===== config.mk =====
export PLATFORM = sky130hd
export DESIGN_NAME = fwd_hazard_unit
export DESIGN_NICKNAME = d
export VERILOG_FILES = /design/src/rtl/fwd_hazard_unit.sv
export SDC_FILE = /design/constraint.sdc
export NUM_CORES = 1
export LEC_CHECK = 0
export ABC_CLOCK_PERIOD_IN_PS = 2200
export CAP_MARGIN = 20
export CORE_UTILIZATION = 40
export CTS_CLUSTER_DIAMETER = 30
export CTS_CLUSTER_SIZE = 25
export DETAILED_ROUTE_END_ITERATION = 10
export PLACE_DENSITY = 0.71
export SETUP_SLACK_MARGIN = 0.3
export SLEW_MARGIN = 0
export SYNTH_ARGS = -nofsm -noshare
export SYNTH_HDL_FRONTEND = slang
export SYNTH_SLANG_ARGS = --single-unit
export TNS_END_PERCENT = 100

===== constraint.sdc =====
create_clock -name CLK -period 2.2 [get_ports CLK]
set_clock_uncertainty 0.05 [all_clocks]
set_input_delay 0.22 -clock CLK [delete_from_list [all_inputs] [get_ports CLK]]
set_output_delay 0.22 -clock CLK [all_outputs]
set_load 0.05 [all_outputs]

===== src/rtl/fwd_hazard_unit.sv =====
// Forwarding and hazard-detection unit beside ID: tracks the last FWD_DEPTH destinations,
// produces EXE/MEM bypass selects, ID compare selects and load-use/branch stalls (optional FWD_PERF_CNT_EN counters).
module fwd_hazard_unit #(
    parameter int REG_ADDR_W = 5,
    parameter int FWD_DEPTH  = 3,
    parameter int SEL_W      = $clog2(FWD_DEPTH + 1)
) (
    input  logic                  CLK,
    input  logic                  RESET_N,
    input  logic                  id_valid,
    input  logic [REG_ADDR_W-1:0] id_rs,
    input  logic [REG_ADDR_W-1:0] id_rt,
    input  logic                  id_rs_used,
    input  logic                  id_rt_used,
    input  logic                  id_store,
    input  logic [REG_ADDR_W-1:0] id_dest,
    input  logic                  id_reg_write,
    input  logic                  id_load,
    input  logic                  id_branch_cmp,
    input  logic                  flush,
    output logic [SEL_W-1:0]      exe_a_sel,
    output logic [SEL_W-1:0]      exe_b_sel,
    output logic [SEL_W-1:0]      mem_data_sel,
    output logic [SEL_W-1:0]      br_a_sel,
    output logic [SEL_W-1:0]      br_b_sel,
`ifdef FWD_PERF_CNT_EN
    output logic                  stall,
    output logic [31:0]           stall_count,
    output logic [31:0]           fwd_count
`else
    output logic                  stall
`endif
);

    // Entry 0 is the instruction in EXE; only the two youngest load flags can cause a stall.
    logic [FWD_DEPTH-1:0]  hist_vld_p0;
    logic [REG_ADDR_W-1:0] hist_dest_p0 [FWD_DEPTH];
    logic [1:0]            hist_load_p0;

    logic [FWD_DEPTH-1:0]  m_rs;
    logic [FWD_DEPTH-1:0]  m_rt;
    logic [SEL_W-1:0]      rs_sel;
    logic [SEL_W-1:0]      rt_sel;
    logic [SEL_W-1:0]      exe_b_nxt;
    logic [SEL_W-1:0]      mem_nxt;
    logic                  stall_lu;
    logic                  stall_br;
    logic                  advance;

    function automatic logic [SEL_W-1:0] youngest_sel(input logic [FWD_DEPTH-1:0] m);
        logic [SEL_W-1:0] s;
        s = '0;
        for (int k = FWD_DEPTH - 1; k >= 0; k--) begin
            if (m[k]) s = SEL_W'(k + 1);
        end
        return s;
    endfunction

    for (genvar k = 0; k < FWD_DEPTH; k++) begin : g_match
        assign m_rs[k] = id_rs_used && hist_vld_p0[k] && (hist_dest_p0[k] == id_rs) && (id_rs != '0);
        assign m_rt[k] = id_rt_used && hist_vld_p0[k] && (hist_dest_p0[k] == id_rt) && (id_rt != '0);
    end

    // ID stage: combinational selects and stall
    always_comb begin
        rs_sel    = youngest_sel(m_rs);
        rt_sel    = youngest_sel(m_rt);
        exe_b_nxt = id_store ? '0 : rt_sel;
        mem_nxt   = id_store ? rt_sel : '0;
        // Store data can take a loaded value straight from the load in EXE, so it never stalls.
        stall_lu  = id_valid && !id_branch_cmp && hist_load_p0[0] &&
                    (m_rs[0] || (m_rt[0] && !id_store));
        stall_br  = id_valid && id_branch_cmp &&
                    (m_rs[0] || m_rt[0] || (hist_load_p0[1] && (m_rs[1] || m_rt[1])));
        stall     = stall_lu || stall_br;
        advance   = id_valid && !stall && !flush;
        br_a_sel  = rs_sel;
        br_b_sel  = rt_sel;
    end

    // ID -> EXE boundary: history shift and registered selects
    always_ff @(posedge CLK or negedge RESET_N) begin
        if (!RESET_N) begin
            hist_vld_p0  <= '0;
            exe_a_sel    <= '0;
            exe_b_sel    <= '0;
            mem_data_sel <= '0;
        end else begin
            hist_vld_p0  <= {hist_vld_p0[FWD_DEPTH-2:0], advance && id_reg_write};
            exe_a_sel    <= advance ? rs_sel    : '0;
            exe_b_sel    <= advance ? exe_b_nxt : '0;
            mem_data_sel <= advance ? mem_nxt   : '0;
        end
    end

    always_ff @(posedge CLK) begin
        hist_dest_p0[0] <= id_dest;
        for (int k = 1; k < FWD_DEPTH; k++) begin
            hist_dest_p0[k] <= hist_dest_p0[k-1];
        end
        hist_load_p0 <= {hist_load_p0[0], id_load};
    end

`ifdef FWD_PERF_CNT_EN
    always_ff @(posedge CLK or negedge RESET_N) begin
        if (!RESET_N) begin
            stall_count <= '0;
            fwd_count   <= '0;
        end else begin
            if (stall) stall_count <= stall_count + 32'd1;
            if (advance && ((rs_sel != '0) || (rt_sel != '0))) fwd_count <= fwd_count + 32'd1;
        end
    end
`endif

endmodule


==> results.cfg <==
[place]
port_buffers = 35
place_hpwl_um = 2180
dpl_cell_area_mm2 = 0.00172
gp_congestion = 0.836

[timing]
relSlewSlack_pct = 66.7
min_period_over_period_pct = 109
final-setup-viol-count = 3
min_period_ns = 2.39
tightest_slew_ns = 0.498
worst_slack_ns = -0.190
finalHoldViolCount = 0
fmax_mhz = 418
tns_ns = -0.463
drv_slew = 0
grt_setup_unrepaired = true
whs_ns = 0.127

[route]
drt-pass1-iter-count = 4
post_drt_wl_per_cell_um = 17.5
finalWirelength_um = 3510
drc = 0
vias = 1064
drtIter0Drc = 9
vias_per_cell = 5.29
ant_nets = 0

[logic_synthesis]
syn-num-nets = 123
netlist_area_mm2 = 0.00112
synth.most_common_cell = xor2_1
postSynthAreaPerCell_um2 = 11.4
async_flop_share_pct = 34.6
synth_top_area_cell = dfxtp_1
seq_area_frac_synth_pct = 50.5
syn_inst = 98
ys_top_cells_by_area = dfxtp_1, dfrtp_1, xor2_1
ys.flop_type = dfxtp_1
ys_types = 24
ys_warn_count = 0
synth_edf_count = 0
synthTopCellsByCount = xor2_1, dfxtp_1, dfrtp_1, nor4_1, xnor2_1
synth.top_cell.area_share_pct = 30.4
ys_ff_latch = 26

[outcome]
failed_checks = negative setup slack
status = complete, but fails checks

[cells_and_area]
drive_above_1_share_pct = 48.0
finish.instance_area_mm2 = 0.00196
nNetsFinal = 197
antenna_cells = 0
area_growth_pct = 75.2

[floorplanning]
core_mm2 = 0.00257
row_count = 18
dieHeight_um = 54.9
die_w_um = 54.9
dieArea_mm2 = 0.00302
ios = 36
start_util_pct = 43.6

[global_routing]
grt_util_met1_pct = 29.0
antenna_found_initial = 0
grt_util_all_layers_pct = 24.3
use_met2_pct = 40.2
grt_pass1_wl_um = 5020
grt_overflow = 0
gr-max-usage-layer = met2
grt_pass1_vias = 1077
grt_max_degree = 15
met3_usage_pct = 5.19

[cts]
cts_made_buffers = 3
clock_latency_ns = 0.33
root_buffer = clkbuf_4
cts.sinks = 26
htree_levels = 1
path_clk_slew_ns = 0.15
cts_buffer_depth = 2
cts-hold-fix-buffers = 0
cts_tree = built

[run]
cap_violations = 0

[worst_setup_path]
critPathKind = flop to primary output
start_kind = flop
cp-end-kind = primary output
crit_fanout = 2
cp.required_ns = 1.93
arrival_ns = 2.12

[pwr]
ir_drop_uv = 364
p_total_w = 0.000919
seq_power_share_pct = 56.0
power.internal_w = 0.000663
cellPowerDensity_mw_per_mm2 = 469
combPwrFrac_pct = 20.1
switching_power_w = 0.000256
clkPwrFrac_pct = 23.9
leakage_nw = 0.823
switching_share_pct = 27.9

[worst_hold_path]
min_path_type = input pin to async pin
## cell families after synthesis
logic type | synth area share [%]
xor+xnor | 23.5
simple gates | 16.1
flops | 50.5
compound gates | 8.60
buf+inv | 1.34
## power groups by stage
stage / sequential, W / clock, W / combinational (W)
floorplan: 0.000518 / 0 / 0.0000597
detailed placement: 0.000522 / 0 / 0.000155
CTS: 0.000512 / 0.000211 / 0.000165
finish: 0.000515 / 0.000220 / 0.000184
global placement: 0.000521 / 0 / 0.000153
global route: 0.000517 / 0.000247 / 0.000197
## flip-flops by register name (all words and copies together) (netlist names)
| register | count |
|---|---|
| exe_b_sel | 2 |
| exe_a_sel | 2 |
| hist_load_p0 | 2 |
| hist_vld_p0 | 3 |
| hist_dest_p0 | 15 |
| mem_data_sel | 2 |
## worst max-delay path, stage by stage (launching register included)
cell	delay, ns
dfxtp_2	0.35
xor2_1	0.17
nor4_2	0.37
nand4_1	0.21
a21bo_2	0.29
a211oi_4	0.21
buf_6	0.19
## layout by cell type (no fill, tap or decap), drive strengths merged, types with 4 or more instances in the layout
cell and instances:
buf 46, xor2 24, clkdlybuf4s50 22, dfxtp 17, dfrtp 9, nor4 7
xnor2 6, nor2 5, inv 4
## through the flow
step / util [%] / std cells / setup WS (ns)
2_1_floorplan: - / 98 / 0.227
6_report: 76.4 / 201 / -0.190
3_3_place_gp: 66.9 / 182 / -0.288
5_1_grt: 76.4 / 201 / -0.232
4_1_cts: 72.5 / 195 / -0.0703
3_5_place_dp: 66.9 / 182 / -0.338
## area by class of cell
cell class / instances / area [um2]
multi-input cells: 68 / 656
repair buffers: 69 / 652
fillers: 154 / 606
flip-flops and latches: 26 / 576
well taps: 30 / 37.5
clock buffers: 3 / 22.5
inverters: 4 / 15.0
clock inverters: 1 / 3.75
## metal layers
layer | part of all wire (%) | vias to the layer above
met5 | 0 | -
met4 | 5.1 | 0
met3 | 4.2 | 19
met2 | 51 | 44
met1 | 39 | 516
li1 | - | 485
## final timing paths
kind,startpoint,endpoint,slack (ns),depth (start not counted)
max,hist_dest_p0[0][5],stall,-0.19,6
min,RESET_N,mem_data_sel[0],0.13,1
max reg2reg,hist_dest_p0[0][5],exe_a_sel[1],0.05,9
min reg2reg,hist_dest_p0[0][0],hist_dest_p0[0][5],0.34,0
max in group asynchronous,RESET_N,hist_vld_p0[0],1.66,1
min in group CLK,id_dest[1],hist_dest_p0[0][1],0.25,1
## timing repair
item	4_1_cts	5_1_grt
hold endpoints to repair	0	0
endpoints found under the setup margin	12	12
setup buffers	9	6
pin swaps	18	10
gates resized for setup	52	15
gates cloned	0	0
Power figures use the tool's default switching activity.
